`src/rtl/magnitude_estimator_pipe_if.sv`:
```
// rtl/magnitude_estimator_pipe_if.sv - sample-in / magnitude-and-peak-out bundle for magnitude_estimator_pipe
interface magnitude_estimator_pipe_if #(
  parameter int DATA_WIDTH = 82,
  parameter int IDX_WIDTH  = 10
);
  logic                         dataInValid;
  logic signed [DATA_WIDTH-1:0] dataInRe;
  logic signed [DATA_WIDTH-1:0] dataInIm;
  logic [1:0]                   mode;
  logic                         frameStart;
  logic                         dataOutValid;
  logic [DATA_WIDTH:0]          dataOut;
  logic                         peakValid;
  logic [DATA_WIDTH:0]          peakValue;
  logic [IDX_WIDTH-1:0]         peakIndex;

  modport master (
    output dataInValid, dataInRe, dataInIm, mode, frameStart,
    input  dataOutValid, dataOut, peakValid, peakValue, peakIndex
  );

  modport slave (
    input  dataInValid, dataInRe, dataInIm, mode, frameStart,
    output dataOutValid, dataOut, peakValid, peakValue, peakIndex
  );
endinterface

```
`src/rtl/magnitude_estimator_pipe.sv`:
```
// rtl/magnitude_estimator_pipe.sv - 3-stage complex magnitude estimator with per-frame peak tracker
module magnitude_estimator_pipe #(
  parameter int DATA_WIDTH = 82,
  parameter int FRAME_LEN  = 1024,
  parameter int IDX_WIDTH  = $clog2(FRAME_LEN)
) (
  input  logic                       clock,
  input  logic                       resetN,
  magnitude_estimator_pipe_if.slave  bus
);
  localparam logic [IDX_WIDTH-1:0] LAST_IDX = IDX_WIDTH'(FRAME_LEN - 1);

  typedef enum logic [0:0] {IDLE, TRACK} state_t;

  // Stage 1: absolute values; 0 - x in DATA_WIDTH bits maps the most negative input to 2^(DATA_WIDTH-1)
  logic [DATA_WIDTH-1:0] abs_re_d, abs_im_d;
  logic [DATA_WIDTH-1:0] s1_abs_re, s1_abs_im;
  logic [1:0]            s1_mode;
  logic                  s1_valid, s1_start;

  assign abs_re_d = bus.dataInRe[DATA_WIDTH-1] ? ({DATA_WIDTH{1'b0}} - bus.dataInRe) : bus.dataInRe;
  assign abs_im_d = bus.dataInIm[DATA_WIDTH-1] ? ({DATA_WIDTH{1'b0}} - bus.dataInIm) : bus.dataInIm;

  always_ff @(posedge clock or negedge resetN) begin
    if (!resetN) begin
      s1_valid  <= 1'b0;
      s1_start  <= 1'b0;
      s1_mode   <= 2'b00;
      s1_abs_re <= '0;
      s1_abs_im <= '0;
    end else begin
      s1_valid  <= bus.dataInValid;
      s1_start  <= bus.dataInValid & bus.frameStart;
      s1_mode   <= bus.mode;
      s1_abs_re <= abs_re_d;
      s1_abs_im <= abs_im_d;
    end
  end

  logic [DATA_WIDTH-1:0] s2_mx, s2_mn;
  logic [1:0]            s2_mode;
  logic                  s2_valid, s2_start;

  always_ff @(posedge clock or negedge resetN) begin
    if (!resetN) begin
      s2_valid <= 1'b0;
      s2_start <= 1'b0;
      s2_mode  <= 2'b00;
      s2_mx    <= '0;
      s2_mn    <= '0;
    end else begin
      s2_valid <= s1_valid;
      s2_start <= s1_start;
      s2_mode  <= s1_mode;
      s2_mx    <= (s1_abs_re >= s1_abs_im) ? s1_abs_re : s1_abs_im;
      s2_mn    <= (s1_abs_re >= s1_abs_im) ? s1_abs_im : s1_abs_re;
    end
  end

  logic [DATA_WIDTH:0] mx_w, mn_w, alt_w, mag_d;
  assign mx_w  = {1'b0, s2_mx};
  assign mn_w  = {1'b0, s2_mn};
  assign alt_w = mx_w - (mx_w >> 3) + (mn_w >> 1);

  always_comb begin
    mag_d = '0;
    case (s2_mode)
      2'b00:   mag_d = mx_w + (mn_w >> 2);
      2'b01:   mag_d = mx_w + (mn_w >> 1);
      2'b10:   mag_d = (alt_w > mx_w) ? alt_w : mx_w;
      default: mag_d = mx_w + mn_w;
    endcase
  end

  logic                out_valid, s3_start;
  logic [DATA_WIDTH:0] out_data;

  always_ff @(posedge clock or negedge resetN) begin
    if (!resetN) begin
      out_valid <= 1'b0;
      s3_start  <= 1'b0;
      out_data  <= '0;
    end else begin
      out_valid <= s2_valid;
      s3_start  <= s2_start;
      if (s2_valid) out_data <= mag_d;
    end
  end

  assign bus.dataOutValid = out_valid;
  assign bus.dataOut      = out_data;

  // Peak tracker watches stage-3 outputs and reports one cycle after the frame's last sample
  state_t               state, state_nxt;
  logic [DATA_WIDTH:0]  pk_val, pk_val_nxt, peak_value, peak_value_nxt;
  logic [IDX_WIDTH-1:0] pk_idx, pk_idx_nxt, idx, idx_nxt, peak_index, peak_index_nxt;
  logic                 peak_valid, peak_valid_nxt;
  logic                 better;

  assign better = out_data > pk_val;

  always_comb begin
    state_nxt      = state;
    pk_val_nxt     = pk_val;
    pk_idx_nxt     = pk_idx;
    idx_nxt        = idx;
    peak_valid_nxt = 1'b0;
    peak_value_nxt = peak_value;
    peak_index_nxt = peak_index;
    if (out_valid) begin
      if (s3_start) begin
        pk_val_nxt = out_data;
        pk_idx_nxt = '0;
        idx_nxt    = IDX_WIDTH'(1);
        state_nxt  = TRACK;
      end else if (state == TRACK) begin
        if (better) begin
          pk_val_nxt = out_data;
          pk_idx_nxt = idx;
        end
        if (idx == LAST_IDX) begin
          peak_valid_nxt = 1'b1;
          peak_value_nxt = better ? out_data : pk_val;
          peak_index_nxt = better ? idx : pk_idx;
          state_nxt      = IDLE;
        end else begin
          idx_nxt = idx + IDX_WIDTH'(1);
        end
      end
    end
  end

  always_ff @(posedge clock or negedge resetN) begin
    if (!resetN) begin
      state      <= IDLE;
      pk_val     <= '0;
      pk_idx     <= '0;
      idx        <= '0;
      peak_valid <= 1'b0;
      peak_value <= '0;
      peak_index <= '0;
    end else begin
      state      <= state_nxt;
      pk_val     <= pk_val_nxt;
      pk_idx     <= pk_idx_nxt;
      idx        <= idx_nxt;
      peak_valid <= peak_valid_nxt;
      peak_value <= peak_value_nxt;
      peak_index <= peak_index_nxt;
    end
  end

  assign bus.peakValid = peak_valid;
  assign bus.peakValue = peak_value;
  assign bus.peakIndex = peak_index;
endmodule

```
`src/flat_wrapper.sv`:
```
// flat-port wrapper written by rule: the top's interface ports become plain ports
module magnitude_estimator_pipe_flat 
#(
  parameter int DATA_WIDTH = 82,
  parameter int FRAME_LEN  = 1024,
  parameter int IDX_WIDTH  = $clog2(FRAME_LEN)
)
  (clock, resetN, bus_dataInValid, bus_dataInRe, bus_dataInIm, bus_mode, bus_frameStart, bus_dataOutValid, bus_dataOut, bus_peakValid, bus_peakValue, bus_peakIndex);
  magnitude_estimator_pipe_if #(.DATA_WIDTH(DATA_WIDTH), .IDX_WIDTH(IDX_WIDTH)) bus_i ();
  input  logic clock;
  input  logic resetN;
  input wire logic [$bits(bus_i.dataInValid)-1:0] bus_dataInValid;
  input wire logic [$bits(bus_i.dataInRe)-1:0] bus_dataInRe;
  input wire logic [$bits(bus_i.dataInIm)-1:0] bus_dataInIm;
  input wire logic [$bits(bus_i.mode)-1:0] bus_mode;
  input wire logic [$bits(bus_i.frameStart)-1:0] bus_frameStart;
  output wire logic [$bits(bus_i.dataOutValid)-1:0] bus_dataOutValid;
  output wire logic [$bits(bus_i.dataOut)-1:0] bus_dataOut;
  output wire logic [$bits(bus_i.peakValid)-1:0] bus_peakValid;
  output wire logic [$bits(bus_i.peakValue)-1:0] bus_peakValue;
  output wire logic [$bits(bus_i.peakIndex)-1:0] bus_peakIndex;
  assign bus_i.dataInValid = bus_dataInValid;
  assign bus_i.dataInRe = bus_dataInRe;
  assign bus_i.dataInIm = bus_dataInIm;
  assign bus_i.mode = bus_mode;
  assign bus_i.frameStart = bus_frameStart;
  assign bus_dataOutValid = bus_i.dataOutValid;
  assign bus_dataOut = bus_i.dataOut;
  assign bus_peakValid = bus_i.peakValid;
  assign bus_peakValue = bus_i.peakValue;
  assign bus_peakIndex = bus_i.peakIndex;
  magnitude_estimator_pipe #(.DATA_WIDTH(DATA_WIDTH), .FRAME_LEN(FRAME_LEN), .IDX_WIDTH(IDX_WIDTH)) u_core (.clock(clock), .resetN(resetN), .bus(bus_i));
endmodule
```
`config.mk`:
```
export PLATFORM = sky130hd
export DESIGN_NAME = magnitude_estimator_pipe_flat
export DESIGN_NICKNAME = d
export VERILOG_FILES = /design/src/rtl/magnitude_estimator_pipe_if.sv /design/src/rtl/magnitude_estimator_pipe.sv /design/src/flat_wrapper.sv
export SDC_FILE = /design/constraint.sdc
export NUM_CORES = 2
export LEC_CHECK = 0
export ABC_CLOCK_PERIOD_IN_PS = 11700
export CAP_MARGIN = 0
export CORE_MARGIN = 2
export CORE_UTILIZATION = 54
export CTS_CLUSTER_DIAMETER = 120
export DETAILED_ROUTE_END_ITERATION = 10
export DONT_BUFFER_PORTS = 1
export GPL_TIMING_DRIVEN = 0
export PLACE_DENSITY = 0.69
export SETUP_SLACK_MARGIN = 0.4
export SYNTH_ARGS = -nofsm -noshare
export SYNTH_HDL_FRONTEND = slang
export SYNTH_SLANG_ARGS = --single-unit
export TNS_END_PERCENT = 50
```
`constraint.sdc`:
```
create_clock -name clock -period 11.7 [get_ports clock]
set_clock_uncertainty 0.05 [all_clocks]
set_input_delay 2.925 -clock clock [delete_from_list [all_inputs] [get_ports clock]]
set_output_delay 2.925 -clock clock [all_outputs]
set_load 0.01 [all_outputs]
```
==> results.py <==
metrics = {
    "yosys": {
        "synth_flop_cell": "dfrtp_1",
        "ys_ff_latch": 619,
        "synthCells": 5221,
        "syn_nets": 5887,
        "synth_cell_types": 80,
        "avgSynthCellArea_um2": 9.02,
        "synthMuxAreaShare_pct": 9.99,
        "syn-cell-area_um2": 47100,
        "synth_edf_count": 0,
        "synth_compound_area_share_pct": 18.5,
        "ys_seq_area_share_pct": 32.9,
        "yosysWarnings": 0,
        "synth_fa_ha_area_share_pct": 14.4,
        "synth-simple-area-share_pct": 12.2,
        "synthArstFlopShare_pct": 100,
        "synth-xor-area-share_pct": 5.71,
        "synth_top_family_by_area": "compound AO/OA/AOI/OAI gates",
    },
    "sta": {
        "tightest_slew_ps": 1550,
        "slew_headroom_pct": -3.26,
        "rsz0062_at_grt": "false",
        "fin_crit_ps": 10000,
        "slew_violations": 49,
        "setup_violations": 0,
        "hold_violations": 0,
        "tns_ps": 0,
        "clock.fmax_mhz": 100,
        "period_share_pct": 85.5,
    },
    "routing": {
        "drt-pass1-iter-count": 8,
        "routed_wl_um": 159000,
        "antenna_left": 0,
        "vias": 39700,
        "dr_wl_met3_um": 14500,
        "vias_per_cell": 6.11,
        "wl_met1_um": 71200,
        "highest_layer": "met4",
        "wl_per_cell_um": 24.5,
        "dr_wl_met2_um": 66900,
        "drc_errors": 0,
        "first_iter_violations": 3894,
    },
    "grt": {
        "grt_pass1_wl_um": 237000,
        "grt_usage_pct": 35.0,
        "grt_max_degree": 620,
        "grt_pass1_vias": 38300,
        "overflow": 0,
        "antenna_found_initial": 2,
    },
    "worst_setup_path": {
        "critical_path_arrival_ps": 10490,
        "cp_max_fo": 10,
        "required_ps": 12190,
        "cpMostUsedCell": "o21ai_0",
        "slowest_delay_ps": 940,
        "critPathCaptureType": "flop",
        "crit_slowest_cell": "nor2_1",
        "critPathKind": "reg2reg",
        "critPathLaunchType": "flop",
    },
    "floorplanning": {
        "chipHeight_um": 299,
        "initial_core_util_pct": 54.4,
        "dieWidth_um": 299,
        "core-area_um2": 86600,
        "die_area_um2": 89600,
        "io_pins": 348,
        "rows": 108,
    },
    "clock_tree": {
        "cts-root-buf": "clkbuf_16",
        "cts_resized": 0,
        "path_clk_slew_ps": 60,
        "cts_tree": "built",
        "clk_path_buf_depth": 3,
        "cts_max_level": 3,
        "post_cts_buffers": 0,
        "hold_buffers": 0,
        "clock_latency_ps": 630,
        "cts_sinks": 619,
        "cts-buffers-inserted": 68,
    },
    "layout": {
        "area_delta_synth_final_pct": 8.16,
        "final_util_pct": 58.8,
        "nFillCells": 7647,
        "finish.instance_area_um2": 51000,
        "layout-drive-gt1-share_pct": 7.60,
        "fin_nets": 5957,
    },
    "pwr": {
        "power_leakage_nw": 24.0,
        "power.density_nw_per_um2": 346,
        "ir_worst_vdd_mv": 0.356,
    },
    "place": {
        "hpwl_um": 131000,
        "gp_congestion": 1.02,
        "placed_cell_area_um2": 48600,
        "numPortBuffers": 0,
    },
    "job": {
        "drv_cap": 0,
    },
    "outcome": {
        "violations": "max-slew violations",
        "outcome": "finished, violations left",
    },
    "worst_hold_path": {
        "hold_class": "reg2reg",
    },
}
==> layout by cell type (no fill, tap or decap), types with 34 or more instances in the layout <==
cell,count
a211oi_1,36
a21o_1,185
a21oi_1,323
a31oi_1,54
clkbuf_1,225
clkbuf_16,69
dfrtp_1,619
fa_1,80
ha_1,416
inv_1,563
mux2_2,251
mux2i_1,188
nand2_1,433
nand3_1,96
nand4_1,106
nor2_1,214
nor2b_1,34
nor3_1,78
o211ai_1,37
o21ai_0,419
o21bai_1,38
o31ai_1,62
or3_1,38
xnor2_1,252
xor2_1,55
==> cells in the mapped netlist (38+ instances only) <==
library cell | count | area, µm²
xor2_1 | 55 | 482
mux2i_1 | 188 | 1880
clkbuf_1 | 217 | 815
fa_1 | 80 | 1600
or3_1 | 38 | 238
nor3_1 | 78 | 390
ha_1 | 416 | 5200
nand4_1 | 106 | 663
mux2_2 | 251 | 2830
o21ai_0 | 419 | 2100
nand3_1 | 96 | 480
nand2_1 | 433 | 1630
dfrtp_1 | 619 | 15500
a21o_1 | 185 | 1390
o21bai_1 | 38 | 285
xnor2_1 | 252 | 2210
o31ai_1 | 62 | 465
nor2_1 | 214 | 803
a21oi_1 | 323 | 1620
a31oi_1 | 54 | 338
inv_1 | 563 | 2110
==> cell families (layout without fill, tap and decap cells) <==
kind of cell	count (synthesis)	count (layout)
AO/OA/AOI/OAI	1381	1381
AND/OR/NAND/NOR	1185	1185
buffers and inverters	794	916
flip-flops	619	619
adder cells (fa/ha/maj)	496	496
multiplexers	439	439
XOR/XNOR	307	307
other	0	1
==> flip-flops by register name, summed over array words and instances (netlist names), 10 cells and up <==
name / cells
u_core.pk_val: 83
u_core.pk_idx: 10
u_core.bus.peakIndex: 10
u_core.s1_abs_re: 82
u_core.bus.dataOut: 83
u_core.bus.peakValue: 83
u_core.idx: 10
u_core.s1_abs_im: 82
u_core.s2_mn: 82
u_core.s2_mx: 82
==> layer usage <==
layer | global-route usage [%] | vias to the layer above
met5 | 0 | -
met4 | 12.9 | 0
met3 | 7.57 | 241
met2 | 52.3 | 1650
met1 | 49.9 | 19200
li1 | - | 18600
==> worst max-delay path, delay by kind of cell (launching register included) <==
family	cells	cell delay (ps)
adder cells (fa/ha/maj)	3	1190
buffers and inverters	5	1420
AND/OR/NAND/NOR	4	1410
AO/OA/AOI/OAI	14	5310
flip-flops	1	540
==> layout make-up <==
cell class	count	area, µm²	share of cell area [%]
diodes	1	2.50	0.00491
plain buffers	231	867	1.70
clock buffers	91	1950	3.83
clock inverters	31	449	0.881
inverters	563	2110	4.15
multi-input cells	3808	28600	56.2
flip-flops and latches	619	15500	30.4
well taps	1155	1450	2.84
==> final timing paths <==
path                            cells after the start              start                 endpoint  slack (ps)
worst min-delay path                                0  u_core.s1_mode[0]        u_core.s2_mode[0]         300
worst min register to register                      0  u_core.s1_mode[0]        u_core.s2_mode[0]         300
worst max register to register                     26   u_core.s2_mx[47]   u_core.bus.dataOut[23]        1700
worst max-delay path                               26   u_core.s2_mx[47]   u_core.bus.dataOut[23]        1700
min in group asynchronous                           0             resetN  u_core.bus.peakValue[3]        1950
max in group asynchronous                           0             resetN     u_core.s1_abs_re[67]        8410
==> report_power, final <==
group | leakage (nW) | total (mW) | internal [mW] | switching (mW)
Combinational | 15.3 | 11.8 | 4.41 | 7.43
Clock | 1.18 | 2.28 | 1.38 | 0.899
Sequential | 7.50 | 3.50 | 2.64 | 0.854
Total | 24.0 | 17.6 | 8.44 | 9.18
==> through the flow <==
step,total power [mW],worst slack (ps),std cells,hold WS [ps]
2_1_floorplan,11.4,4710,5221,281
3_3_place_gp,14.8,2510,6376,283
3_5_place_dp,14.9,2370,6376,286
4_1_cts,17.3,2320,6498,299
5_1_grt,18.9,1690,6498,309
6_report,17.6,1700,6499,297
No activity file was read; power rests on OpenSTA's default activity.
